## src/rtl/audio_pkg.sv

```systemverilog
// audio_pkg: shared state encoding, silence word and gain helpers for the audio feeder
package audio_pkg;
  typedef enum logic [2:0] {IDLE, FETCH, WAIT, SCALE, PUSH} state_t;
  localparam logic [31:0] SILENCE = 32'h8000_8000;
  localparam logic [8:0] VOL_UNITY = 9'd256;
  function automatic logic [8:0] clamp_vol(input logic [8:0] v);
    return (v > VOL_UNITY) ? VOL_UNITY : v;
  endfunction
endpackage

```

## src/rtl/audio_gain_convert.sv

```systemverilog
// audio_gain_convert: signed 16-bit sample times unsigned gain (256 = unity), offset to unsigned PCM
module audio_gain_convert (
  input  logic [15:0] sample,
  input  logic [8:0]  vol,
  output logic [15:0] pcm
);
  logic signed [25:0] prod;
  assign prod = 26'($signed(sample)) * 26'($signed({1'b0, vol}));
  assign pcm = 16'(prod >>> 8) ^ 16'h8000;
endmodule

```

## src/rtl/audio_sample_feeder.sv

```systemverilog
// audio_sample_feeder: fetches stereo PCM from RAM, scales it and hands it to audio_output
module audio_sample_feeder
  import audio_pkg::*;
#(
  parameter int ADDR_WIDTH = 12,
  parameter int GAP_CYCLES = 3
) (
  input  logic                  clk,
  input  logic                  reset,
  input  logic                  start,
  input  logic                  stop,
  input  logic                  loop,
  input  logic [ADDR_WIDTH-1:0] base_addr,
  input  logic [ADDR_WIDTH-1:0] length,
  input  logic [8:0]            volume,
  output logic [ADDR_WIDTH-1:0] mem_addr,
  output logic                  mem_re,
  input  logic [31:0]           mem_rdata,
  output logic [31:0]           audio_data,
  output logic                  audio_valid_toggle,
  input  logic                  audio_full,
  output logic                  busy,
  output logic                  done
);
  localparam int GW = $clog2(GAP_CYCLES + 1);
  state_t state, state_n;
  logic [ADDR_WIDTH-1:0] addr, base, len, remaining;
  logic [GW-1:0] gap;
  logic [8:0] vol;
  logic [31:0] rdata, pending;
  logic [15:0] pcm_l, pcm_r;
  logic loop_r, flip, last, launch;
  audio_gain_convert u_gain_l (.sample(rdata[15:0]), .vol(vol), .pcm(pcm_l));
  audio_gain_convert u_gain_r (.sample(rdata[31:16]), .vol(vol), .pcm(pcm_r));
  assign mem_addr = addr;
  assign mem_re = (state == FETCH);
  assign busy = (state != IDLE);
  assign last = (remaining == ADDR_WIDTH'(1));
  assign launch = (state == IDLE) && start && !stop && (length != '0);
  // stop outranks a flip that would otherwise happen in the same cycle
  assign flip = (state == PUSH) && !audio_full && (gap == '0) && !stop;
  always_comb begin
    state_n = state;
    if (stop) state_n = IDLE;
    else
      case (state)
        IDLE:    state_n = launch ? FETCH : IDLE;
        FETCH:   state_n = WAIT;
        WAIT:    state_n = SCALE;
        SCALE:   state_n = PUSH;
        PUSH:    state_n = !flip ? PUSH : (last && !loop_r) ? IDLE : FETCH;
        default: state_n = IDLE;
      endcase
  end
  always_ff @(posedge clk or negedge reset) begin
    if (!reset) begin
      state <= IDLE;
      addr <= '0;
      base <= '0;
      len <= '0;
      remaining <= '0;
      loop_r <= 1'b0;
      vol <= VOL_UNITY;
      rdata <= '0;
      pending <= SILENCE;
      audio_data <= SILENCE;
      audio_valid_toggle <= 1'b0;
      gap <= '0;
      done <= 1'b0;
    end else begin
      state <= state_n;
      gap <= flip ? GW'(GAP_CYCLES - 1) : gap - GW'(gap != '0);
      done <= !stop && (((state == IDLE) && start && (length == '0)) || (flip && last && !loop_r));
      if (launch) begin
        base <= base_addr;
        len <= length;
        loop_r <= loop;
        vol <= clamp_vol(volume);
        addr <= base_addr;
        remaining <= length;
      end
      if (state == WAIT) rdata <= mem_rdata;
      if (state == SCALE) pending <= {pcm_r, pcm_l};
      if (flip) begin
        audio_data <= pending;
        audio_valid_toggle <= ~audio_valid_toggle;
        addr <= (last && loop_r) ? base : addr + ADDR_WIDTH'(1);
        remaining <= (last && loop_r) ? len : remaining - ADDR_WIDTH'(1);
      end
    end
  end
endmodule

```

## config.mk

```make
export PLATFORM = sky130hd
export DESIGN_NAME = audio_sample_feeder
export DESIGN_NICKNAME = d
export VERILOG_FILES = /design/src/rtl/audio_pkg.sv /design/src/rtl/audio_gain_convert.sv /design/src/rtl/audio_sample_feeder.sv
export SDC_FILE = /design/constraint.sdc
export NUM_CORES = 1
export LEC_CHECK = 0
export CAP_MARGIN = 20
export CORE_MARGIN = 1
export CORE_UTILIZATION = 25
export CTS_CLUSTER_DIAMETER = 80
export DETAILED_ROUTE_END_ITERATION = 8
export PLACE_DENSITY = 0.45
export SKIP_CTS_REPAIR_TIMING = 1
export SLEW_MARGIN = 5
export SYNTH_ARGS = -nofsm -noshare
export SYNTH_HDL_FRONTEND = slang
export SYNTH_SLANG_ARGS = --single-unit
```

## constraint.sdc

```tcl
create_clock -name clk -period 10.15 [get_ports clk]
set_input_delay 2.03 -clock clk [delete_from_list [all_inputs] [get_ports clk]]
set_output_delay 2.03 -clock clk [all_outputs]
set_load 0.02 [all_outputs]
```

==> metrics <==
clk slew on worst S/H paths 0.07 ns; Die Y 257.8 um; hold path cells 1; GP Congestion 0.7673; CP Data Required Time 10.57 ns; antenna violations before repair 4; Critical Path Fanout Max 16; Clock Latency Late Sink 0.49 ns; via/cell ratio 4.405; post-synth cell types 63; synthesized area per cell 9.246 um2; EDFF count, synth 0; TritonCTS clock tree yes; Post-DRT Antenna Nets 0; final WL 42640 um; I/O pin total 119; Peak VDD IR 0.0001957 V; post-synthesis cell count 1769; critical path class reg -> reg; P&R area growth vs syn 15.98%; Leak Pwr 0.009379 uW; core area 64580 um2; first-pass iteration count of the detailed router 5; Worst Reg-to-Reg Cells 20; Post-Syn Area 16360 um2; global-route wire length before repair 70930 um; most common cell after layout, fill and taps aside nand2_1; DP Area 18360 um2; startpoint class of the critical path register; final hold violations 0; residual DRC count 0; status completed; CTS max path bufs 2; ys async rst share 100.0%; Worst setup EP type register; Initial Utilization 25.33%; hold endpoint gap[0]$_DFF_PN0_; # nets final 2232; vias in the first global route 12970; aggregate global routing overflow 0; Max-slew headroom 29.65%; DP Wirelength 31920 um; largest net degree at the start of global routing 93; WHS 0.4622 ns; die area 66450 um2; routed via count 11880; Root Driver clkbuf_16; most frequent cells in the layout nand2_1, inv_1, fa_1; num rows 93; Setup TNS 0 ns; die extent in x 257.8 um; WP data arrival 6.23 ns; clock skew 0.01104 ns; Final Max Tran Viols 0; flop2flop setup slack 4.33 ns; post-route cell area 18970 um2; Final period util 57.29%; worst hold path type reg -> reg; maxcap violations 0; Syn. warnings 0; Final Total Pwr 6455 uW; worst r2r src vol[1]$_DFFE_PN0P_; RSZ-0062 raised after global routing false; GR Util All Layers 13.72%; H-tree depth 4; Tmin final 5.815 ns; initial DRC count 638; clock sinks 161; Max Freq 0.1720 GHz; FF+latch count, synth 161; predominant post-synthesis flop cell dfrtp_1; worst reg2reg path endpoint pending[15]$_DFFE_PN1N_; post-synth net total 2171; HP Start gap[0]$_DFF_PN0_; Final setup viols 0; port bufs 118; proportion of layout cells with a drive suffix above 1 6.623%; register area share after synthesis 24.67%; pwr dens 340.3 nW/um2; number of diodes 0; WL/cell 15.81 um; CTS Buf Count 17; Slew @ Worst Pin 1.051 ns
[stage by stage]
stage	cells	util [%]	setup WS, ns
final	2697	29.37	4.335
after global routing	2697	29.37	3.975
after CTS	2695	29.30	4.356
after detailed placement	2664	28.43	4.360
after global placement	2664	28.43	4.469
after floorplan	1769	-	4.700
[worst max-delay path, stage by stage, from the launching register on]
cell     delay, ns
dfrtp_1       0.67
buf_4         0.32
nand2_1       0.11
fa_1          0.55
inv_1         0.05
fa_1          0.50
inv_1         0.06
fa_1          0.52
inv_1         0.04
fa_1          0.47
inv_1         0.05
fa_1          0.47
inv_1         0.05
ha_1          0.31
nand2_1       0.09
o21ai_0       0.46
nor3_4        0.14
o31ai_1       0.40
a41oi_1       0.20
xnor2_1       0.16
o21ai_1       0.12
[cells by family (layout without fill, tap and decap cells)]
kind of cell	count (synthesis)	in the layout	synth area share (%)
adder cells (fa/ha/maj)	331	331	35.79
multiplexers	35	35	2.417
flip-flops	161	161	24.67
AO/OA/AOI/OAI	144	144	5.998
XOR/XNOR	63	63	3.374
buffers and inverters	360	433	8.430
AND/OR/NAND/NOR	675	675	19.32
[area by class of cell]
class	count	area (um2)
Sequential cell	161	4035
Clock buffer	19	442.9
Fill cell	6873	45610
Multi-Input combinational cell	1248	10960
Tap cell	855	1070
Clock inverter	12	120.1
Timing Repair Buffer	134	1335
Inverter	268	1006
[sequential cells by signal, summed over array words and instances (netlist names), 2 cells and up]
register	count
mem_addr	12
remaining	12
audio_data	32
gap	2
vol	9
rdata	32
len	12
state	3
pending	32
base	12
[how the worst max path moves through the flow]
stage | to | from | slack [ns]
final | pending[15]$_DFFE_PN1N_ | vol[1]$_DFFE_PN0P_ | 4.33
after global routing | pending[15]$_DFFE_PN1N_ | vol[1]$_DFFE_PN0P_ | 3.98
after CTS | pending[14]$_DFFE_PN0N_ | vol[1]$_DFFE_PN0P_ | 4.36
after detailed placement | pending[14]$_DFFE_PN0N_ | vol[1]$_DFFE_PN0P_ | 4.36
after global placement | pending[8]$_DFFE_PN0N_ | vol[1]$_DFFE_PN0P_ | 4.47
after floorplan | pending[29]$_DFFE_PN0N_ | vol[1]$_DFFE_PN0P_ | 4.70
[metal layers]
layer / GRT usage, % / vias up / wire length (um)
li1: - / 5553 / -
met1: 18.42 / 6082 / 20320
met2: 22.14 / 200 / 19740
met3: 2.935 / 40 / 1918
met4: 3.961 / 6 / 629
met5: 0 / - / 34
[cells in the mapped netlist, drive strengths merged, types with 22 or more instances]
library cell | count | area, um2
nand2 | 435 | 1640
inv | 268 | 1006
fa | 228 | 4564
dfrtp | 156 | 3904
and2 | 134 | 838.3
ha | 103 | 1289
clkbuf | 80 | 300.3
o21ai | 57 | 315.3
xnor2 | 39 | 341.6
mux2 | 33 | 375.4
a21oi | 26 | 163.9
xor2 | 24 | 210.2
nor2 | 22 | 85.09
[where the power goes]
group	leakage (uW)	switching (uW)	internal (uW)
clock	0.000265	317	347
combinational	0.00706	2610	1980
sequential	0.00206	378	822
total	0.00938	3310	3150
(Power assumes the default switching activity.)
